### config.mk
export PLATFORM = sky130hd
export DESIGN_NAME = pipe_stage_reg
export DESIGN_NICKNAME = d
export VERILOG_FILES = /design/src/rtl/pipe_stage_reg.sv
export SDC_FILE = /design/constraint.sdc
export NUM_CORES = 1
export LEC_CHECK = 0
export CAP_MARGIN = 25
export CORE_ASPECT_RATIO = 1.25
export CORE_MARGIN = 8
export CORE_UTILIZATION = 55
export CTS_BUF_LIST = sky130_fd_sc_hd__clkbuf_4 sky130_fd_sc_hd__clkbuf_8 sky130_fd_sc_hd__clkbuf_16
export CTS_CLUSTER_DIAMETER = 50
export DETAILED_ROUTE_END_ITERATION = 10
export DONT_BUFFER_PORTS = 1
export PLACE_DENSITY = 0.71
export SLEW_MARGIN = 25
export SYNTH_ARGS = -nofsm -noshare
export SYNTH_HDL_FRONTEND = slang
export SYNTH_SLANG_ARGS = --single-unit
### constraint.sdc
create_clock -name clk -period 4.2 [get_ports clk]
set_input_delay 0.84 -clock clk [delete_from_list [all_inputs] [get_ports clk]]
set_output_delay 0.84 -clock clk [all_outputs]
set_load 0.01 [all_outputs]
### src/rtl/pipe_stage_reg.sv
// Pipeline stage register with stall/flush/bubble control and saturating
// performance counters for hold, bubble and squash events.
module pipe_stage_reg #(
    parameter int                DATA_W          = 32,
    parameter int                STALL_W         = 6,
    parameter int                STAGE           = 4,
    parameter logic [DATA_W-1:0] NOP_VALUE       = '0,
    parameter bit                CLEAR_ON_BUBBLE = 1'b1,
    parameter int                CNT_W           = 16
) (
    input  logic              clk,
    input  logic              rst,
    input  logic [STALL_W-1:0] stall,
    input  logic              flush,
    input  logic              in_valid,
    input  logic [DATA_W-1:0] in_data,
    input  logic              cnt_clr,
    output logic              out_valid,
    output logic [DATA_W-1:0] out_data,
    output logic [CNT_W-1:0]  hold_cnt,
    output logic [CNT_W-1:0]  bubble_cnt,
    output logic [CNT_W-1:0]  squash_cnt
);

    generate
        if (STAGE < 0 || STAGE > STALL_W - 2) begin : g_bad_stage
            $fatal(1, "pipe_stage_reg: STAGE must lie in 0..STALL_W-2");
        end
        if (DATA_W < 1 || DATA_W > 256) begin : g_bad_width
            $fatal(1, "pipe_stage_reg: DATA_W must lie in 1..256");
        end
    endgenerate

    typedef enum logic [1:0] {
        ACT_FLUSH,
        ACT_BUBBLE,
        ACT_LOAD,
        ACT_HOLD
    } act_t;

    localparam logic [CNT_W-1:0] CNT_MAX = '1;

    logic up;
    logic dn;
    act_t act;

    assign up = stall[STAGE];
    assign dn = stall[STAGE+1];

    always_comb begin
        act = ACT_HOLD;
        if (flush)
            act = ACT_FLUSH;
        else if (up && !dn)
            act = ACT_BUBBLE;
        else if (!up)
            act = ACT_LOAD;
        else
            act = ACT_HOLD;
    end

    // Payload and valid register
    always_ff @(posedge clk) begin
        if (rst) begin
            out_valid <= 1'b0;
            out_data  <= NOP_VALUE;
        end else begin
            case (act)
                ACT_FLUSH, ACT_BUBBLE: begin
                    out_valid <= 1'b0;
                    if (CLEAR_ON_BUBBLE)
                        out_data <= NOP_VALUE;
                end
                ACT_LOAD: begin
                    out_valid <= in_valid;
                    out_data  <= in_data;
                end
                default: ;
            endcase
        end
    end

    logic hold_inc;
    logic bubble_inc;
    logic squash_inc;

    assign hold_inc   = (act == ACT_HOLD);
    assign bubble_inc = (act == ACT_BUBBLE);
    assign squash_inc = (act == ACT_FLUSH) && out_valid;

    // Saturating counters; clear wins over a same-edge increment
    always_ff @(posedge clk) begin
        if (rst || cnt_clr) begin
            hold_cnt   <= '0;
            bubble_cnt <= '0;
            squash_cnt <= '0;
        end else begin
            if (hold_inc && hold_cnt != CNT_MAX)
                hold_cnt <= hold_cnt + 1'b1;
            if (bubble_inc && bubble_cnt != CNT_MAX)
                bubble_cnt <= bubble_cnt + 1'b1;
            if (squash_inc && squash_cnt != CNT_MAX)
                squash_cnt <= squash_cnt + 1'b1;
        end
    end

endmodule

[Word-level counts from Yosys, hierarchy flattened]
Index checks and enable logic that the tools add are counted.
Word-level totals
  bits in registers: 81
  latch bits: 0
  bits in writable memories: 0
  ROM bits: 0
  output and inout port bits: 81
  word-level logic and storage cells: 29
  memories kept: 0
Cells by class
  add/sub/neg operators: 3
  multipliers: 0
  divide/modulo/power cells: 0
  $lt $le $gt $ge: 0
  eq/ne operators: 6
  shift-type cells: 0
  mux-type cells: 5
  bitwise operators: 0
  reduce and logical (&&, ||, !) cells: 10
Operators by type and width (number)
  32-bit case mux with 2 select lines: 1
  16-bit by 1-bit adder with 16-bit output, second input constant: 3
  16-bit != test, second input constant: 3
  1-bit logical AND: 5
  2-bit == test, second input constant: 2
  2-bit two-way mux: 2
  2-bit by 1-bit == test with 1-bit output, second input constant: 1
  2-bit zero test: 1
  1-bit case mux with 2 select lines: 1
  2-bit nonzero test: 1
  2-bit OR reduction: 1
  1-bit zero test: 1
  1-bit logical OR: 1
  1-bit two-way mux: 1

[Logic depth before layout (Yosys ltp)]
Gate-level depths: netlist (run 1).
  word-level depth: 7
  depth in mapped cells: 6

[Least setup slack after synthesis (run 1)]
No wires, ideal clock.
  kind: in2reg
  start: in flush
  end: reg bubble_cnt[13]
  arrival: 2.329 ns
  data required time: 4.129 ns
  slack: 1.800 ns
  cell stages on the path: 5
  path buffers: 1
  path through: or3b_1 -> buf_2 -> or3_4 -> or4_1 -> a21oi_1
Between the ends
  cells in the longest elaborated chain, start to end: 3
Ends and longest elaborated chain
  start: declaration: RTL line 14  | input logic flush,
  2-bit two-way mux: RTL line 52  | if (flush)
  2-bit by 1-bit == test with 1-bit output: RTL line 88  | assign bubble_inc = (act == ACT_BUBBLE);
  1-bit logical AND: RTL line 100  | if (bubble_inc && bubble_cnt != CNT_MAX)
  end signal: assignment: RTL line 101  | bubble_cnt <= bubble_cnt + 1'b1;
  end: declaration: RTL line 21  | output logic [CNT_W-1:0] bubble_cnt,
Every way passes these cells.
A chain may end at the register's enable or synchronous reset.

[Final worst setup path (run 1)]
  start: reg hold_cnt[0]
  end: reg hold_cnt[1]
Between the ends
  cells in the longest elaborated chain, start to end: 2
  elaborated cells between the ends (all ways): 3
  classes of those cells: add/sub: 1; eq/ne: 1; reduce/logical: 1
Ends and longest elaborated chain
  start: declaration: RTL line 20  | output logic [CNT_W-1:0] hold_cnt,
  start signal: assignment: RTL line 99  | hold_cnt <= hold_cnt + 1'b1;
  branches (longest 2 deep; another with 16-bit by 1-bit adder with 16-bit output)
Several ways; the timed one is not identified.

==> results of run 1 <==
-- synth_stat cells, drive strengths merged, types with 5 or more instances --
master / instances
clkbuf: 16
nand2: 34
o31ai: 8
or3: 22
nor2: 45
nor4: 9
nor3: 11
nand3: 16
a31oi: 5
and3: 6
a22oi: 33
mux2i: 9
a21oi: 27
o21ai: 18
inv: 5
or4: 9
dfxtp: 81
nand4: 11
-- critical path: cells and delay by family, from the launching register on --
| kind | cells | cell delay, ps |
|---|---|---|
| compound gates | 1 | 870 |
| flops | 1 | 480 |
| simple gates | 2 | 360 |
| fa+ha+maj | 1 | 300 |
| mux | 1 | 260 |
-- where the power goes --
part / switching [uW] / internal, uW / total, uW
sequential: 12.4 / 777 / 790
clock: 274 / 292 / 566
combinational: 26.7 / 14.2 / 40.9
total: 313 / 1080 / 1400
-- flip-flops by register name, indices dropped and copies added, names as in the netlist --
register	count
bubble_cnt	16
hold_cnt	16
squash_cnt	16
out_data	32
out_valid	1
-- kinds of logic (layout without fill, tap and decap cells) --
group / Yosys count / in the layout / share of synthesized area, %
DFF: 81 / 81 / 45.4
adders and majority gates: 3 / 3 / 1.05
buffers and inverters: 25 / 24 / 2.70
AOI/OAI and AO/OA: 111 / 111 / 21.0
muxes: 9 / 9 / 2.52
and+or+nand+nor: 182 / 182 / 27.1
xor gates and xnor gates: 1 / 1 / 0.245
-- cell usage in the layout, fill, tap and decap left out, types with 5 or more instances in the layout --
cell type  instances
dfxtp_1           81
nor2_1            44
nand2_1           34
a22oi_1           33
a21oi_1           27
or3_1             21
o21ai_0           18
nand3_1           16
nand4_1           11
nor3_1            11
clkbuf_8          10
mux2i_1            9
or4_1              9
o31ai_1            8
nor4_1             8
and3_1             6
inv_1              5
a31oi_1            5
-- how the worst max path moves through the flow --
stage	start	to	slack, ps
floorplan	flush	bubble_cnt[13]	1800
global placement	flush	hold_cnt[14]	1660
detailed placement	flush	hold_cnt[14]	1600
CTS	hold_cnt[0]	hold_cnt[1]	1760
global route	hold_cnt[0]	hold_cnt[14]	1610
finish	hold_cnt[0]	hold_cnt[1]	1790
-- per-stage QoR --
step	setup WS, ps	area (um^2)	power, uW	std cells	utilization, %
floorplan	1800	3570	843	412	-
global placement	1660	3630	848	482	56.4
detailed placement	1600	3640	849	482	56.4
CTS	1760	3840	1420	498	59.6
global route	1610	3840	1460	498	59.6
finish	1790	3840	1400	498	59.6
-- layer usage --
metal | vias to the layer above | wire length [um] | global-route usage, %
met5 | - | 0 | 0
met4 | 0 | 80 | 7.39
met3 | 4 | 825 | 7.02
met2 | 103 | 4340 | 31.1
met1 | 1507 | 3630 | 21.2
li1 | 1556 | - | -
-- area by class of cell --
cell class	instances	area [um^2]
fillers	604	2600
multi-input cells	306	1860
flip-flops and latches	81	1620
clock buffers	10	138
well taps	87	109
clock inverters	6	66.3
repair buffers	3	22.5
inverters	5	18.8
==> reports/results.ini, run 1 <==
[outcome]
outcome = completed

[critical_path]
cpPeakStageDelay_ps = 870
r2r_start = hold_cnt[0]
start_kind = flip-flop
slowest_stage = o41ai_2
arrival_ps = 2610
path_cells = ha_1 -> nand4_1 -> o41ai_2 -> mux2i_1 -> nor2_1
worstPathMaxFanout = 10
regToRegSetupSlack_ps = 1790
cp-end-kind = flip-flop
reg2reg_depth = 5
r2r-end = hold_cnt[1]
path_class = reg -> reg
crit_required_ps = 4400

[timing]
fin_skew_ps = 15.6
slew_headroom_pct = 45.0
fmax_mhz = 415
worstMarginPinSlew_ps = 816
hold_slack_ps = 549
rsz0062_at_grt = no
hold_viol = 0
fin_crit_sh_pct = 57.4
setup_violations = 0
fin_setup_tns_ps = 0
final_max_slew_viol_count = 0
period_minus_slack_ps = 2410

[grt]
antenna_found_initial = 0
grt_pass1_wl_mm = 14.4
grtUsageTotal_pct = 18.8
grt_max_degree = 42
first_global_vias = 3005
grt-ovfl-total = 0

[yosys]
synth_top_area_share_pct = 45.4
synth_edf_count = 0
async_flop_share_pct = 0
synthesis.area_um2 = 3570
yosysSeqAreaShare_pct = 45.4
synth.ff_latch_count = 81
yosys.area.top_type = dfxtp_1
synthDistinctLibCells = 47
synth_nets = 458
synth_area_leaders = dfxtp_1, a22oi_1, nor2_1
synth_area_per_cell_um2 = 8.68
yosysWarnings = 0
syn_inst = 412
yosys_most_used_dff = dfxtp_1

[cells_and_area]
final_nets = 452
antenna_cells = 0
area_growth_pct = 7.42
drive_gt1_share_pct = 6.57

[clock_network]
htree_levels = 3
hold_buffers = 0
numCtsBuffers = 9
cts-root-to-sink-buffers = 2
clk_pin_slew_worst_paths_ps = 90
cts_resized = 0
cts_root_buf = clkbuf_8
clock_sinks = 81
clkLatencyLatePin_ps = 340
post-cts-setup-buffers = 0
cts_tree = yes

[min_path]
holdPathStages = 2
holdPathEnd = squash_cnt[1]
hp-start = squash_cnt[1]
hold_class = reg -> reg

[floorplanning]
start_util_pct = 55.5
die_y_um = 106
coreArea_um2 = 6440
dieArea_um2 = 9350
placementRows = 33
pin_count = 124
fp.dieW_um = 88.1

[placed_design]
port_buffers = 0
place_hpwl_mm = 6.40
gp_congestion = 0.788

[power_and_ir_drop]
p_per_area_nw_per_um2 = 364
peakVddDrop_v = 0.000245
p_leak_uw = 0.00120

[route]
route.detailed.wl_per_inst_um = 17.8
dr.pass1.iters = 5
drt_iter0_markers = 131
ant_nets = 0
wirelength_mm = 8.88
avgViaCountPerCell = 6.37
vias = 3170
drc = 0

[job]
drv_cap = 0

(Power assumes the default switching activity.)
==> inputs of run 2 (changes only) <==
clock period = 2.5 ns   (was 4.2 ns; I/O delays follow)
==> run 2 against run 1 <==
Worst setup slack worse by 1500 ps; global-route usage grew 0.47 points; flip-flop and latch count unchanged; clock skew fell by 6.5 ps; first-iteration DRC count down 24%; critical path type unchanged; hold slack lost 320 ps; sequential power is 68% higher; highest routed layer unchanged; total power increased by 75%; wire length grew 3.1%; utilization is 0.95 points higher.
==> reports/results.ini, run 2 (synthesis gave the netlist of run 1 again) <==
[critical_path]
r2r-end = hold_cnt[13]
critPathBufInv = 0  ; unchanged
cpPeakStageDelay_ps = 660  ; -210 ps
arrival_ps = 2450  ; -160 ps
crit_required_ps = 2730  ; -1670 ps
r2r_start = hold_cnt[0]
regToRegSetupSlack_ps = 290  ; -1500 ps
path_class = reg -> reg
worstPathMaxFanout = 7  ; -3
cp-end-kind = flip-flop
reg2reg_depth = 5  ; unchanged
start_kind = flip-flop
crit_family = simple AND/OR/NAND/NOR gates
path_cells = ha_1 -> nand4_1 -> nor4_1 -> o311ai_0 -> o41ai_1
slowest_stage = nor4_1

[route]
drc = 0  ; unchanged
wl_met1_mm = 3.58  ; -1.4%
wirelength_mm = 9.15  ; +3.1%
dr.pass1.iters = 5  ; unchanged
drt_iter0_markers = 99  ; -24%
route.detailed.wl_per_inst_um = 18.2  ; +1.9%
met2_wirelength_mm = 4.46  ; +2.6%
vias = 3223  ; +1.7%
top_layer = met4
avgViaCountPerCell = 6.39  ; +0.46%
ant_nets = 0  ; unchanged
wl_met3_mm = 1.02  ; +24%

[timing]
setup_violations = 0  ; unchanged
period_minus_slack_ps = 2210  ; -196 ps
rsz0062_at_grt = no
final_max_slew_viol_count = 0  ; unchanged
fmax_mhz = 452  ; +8.9%
setup_slack_ps = 286  ; -1500 ps
hold_viol = 0  ; unchanged
fin_setup_tns_ps = 0  ; unchanged
fin_crit_sh_pct = 88.5  ; +31 points
worstMarginPinSlew_ps = 758  ; -58.2 ps
fin_skew_ps = 9.15  ; -6.49 ps
slew_headroom_pct = 49.5  ; +4.5 points

[clock_network]
cts_root_buf = clkbuf_8
post-cts-setup-buffers = 0  ; unchanged
cts_resized = 0  ; unchanged
clk_pin_slew_worst_paths_ps = 80  ; about the same
cts_tree = yes
htree_levels = 3  ; unchanged
numCtsBuffers = 9  ; unchanged
hold_buffers = 0  ; unchanged
clock_sinks = 81  ; unchanged
cts-root-to-sink-buffers = 2  ; unchanged
clkLatencyLatePin_ps = 340  ; about the same

[cells_and_area]
area_growth_pct = 9.14
drive_gt1_share_pct = 7.91  ; +1.3 points
largest_register_ffs = 32  ; unchanged
largest_register = out_data
layout_commonest_cell = dfxtp_1
final_cell_mix = dfxtp_1, nor2_1, nand2_1
antenna_cells = 0  ; unchanged
final_nets = 459  ; +1.5%

[grt]
grt_pass1_wl_mm = 14.7  ; +2.3%
grt-ovfl-total = 0  ; unchanged
grtUsageTotal_pct = 19.3  ; +0.47 points
grt_max_degree = 42  ; unchanged
first_global_vias = 2998  ; -0.23%
antenna_found_initial = 0  ; unchanged

[floorplanning]
dieArea_um2 = 9350  ; unchanged
placementRows = 33  ; unchanged
start_util_pct = 55.5  ; unchanged
die_y_um = 106  ; unchanged
pin_count = 124  ; unchanged
coreArea_um2 = 6440  ; unchanged
fp.dieW_um = 88.1  ; unchanged

[power_and_ir_drop]
p_per_area_nw_per_um2 = 625  ; +72%
p_leak_uw = 0.00124  ; +3.8%
share_seq_of_total_power_pct = 54.4  ; -2.2 points
peakVddDrop_v = 0.000472  ; +93%
clkPwrFrac_pct = 42.7  ; +2.2 points
pwr-share-comb_pct = 2.9  ; about the same
p_sw_uw = 524  ; +68%
p_int_uw = 1910  ; +77%
swShare_pct = 21.5  ; -0.91 points

[placed_design]
place_ws_ps = 309  ; -1290 ps
gp_congestion = 0.811  ; +2.9%
place_hpwl_mm = 6.50  ; +1.6%
port_buffers = 0  ; unchanged

[outcome]
outcome = completed

[min_path]
hp-start = rst
holdPathEnd = out_valid
hold_class = in -> reg
holdPathStages = 1  ; -1

[job]
drv_cap = 0  ; unchanged

run 2: changes by cell type in the layout (fill, tap and decap cells not counted), sizes merged:
cell	previous run	this run
buf	3	10
bufinv	1	2
clkinvlp	3	2
inv	6	5
run 2: area by class of cell:
type	count	area, um^2
clock buffer	10	138
clock inverter	5	80.1
fill	592	2540
inverter	5	18.8
multi-input combinational	306	1860
sequential	81	1620
tap	87	109
timing repair buffer	10	75.1
run 2: worst max path at each step:
stage,startpoint,to,slack (ps),cells past startpoint
2_1_floorplan,flush,bubble_cnt[13],440,5
3_3_place_gp,hold_cnt[0],hold_cnt[14],350,6
3_5_place_dp,squash_cnt[0],squash_cnt[15],310,6
4_1_cts,hold_cnt[0],hold_cnt[14],290,6
5_1_grt,hold_cnt[0],hold_cnt[14],90,6
6_report,hold_cnt[0],hold_cnt[13],290,5
run 2: routing by layer:
metal | global-route usage (%) | up-vias
met5 | 0 | -
met4 | 6.55 | 0
met3 | 8.87 | 8
met2 | 32.3 | 111
met1 | 20.7 | 1530
li1 | - | 1574
run 2: stage by stage:
step                      instances  power (uW)  utilization, %  area (um^2)  hold slack [ps]
final                           504        2440            60.6         3900              225
after global routing            504        2520            60.6         3900              198
after CTS                       504        2470            60.6         3900              204
after detailed placement        489        1430            57.2         3680              539
after global placement          489        1430            57.2         3680              529
after floorplan                 412        1420               -         3570              497
run 2: power groups by stage:
stage                     sequential (uW)  clock (uW)  combinational, uW
after global placement               1360           0               69.6
final                                1330        1040               71.4
after CTS                            1330        1070               72.1
after floorplan                      1350           0               64.1
after detailed placement             1360           0               72.1
after global routing                 1330        1120               79.5
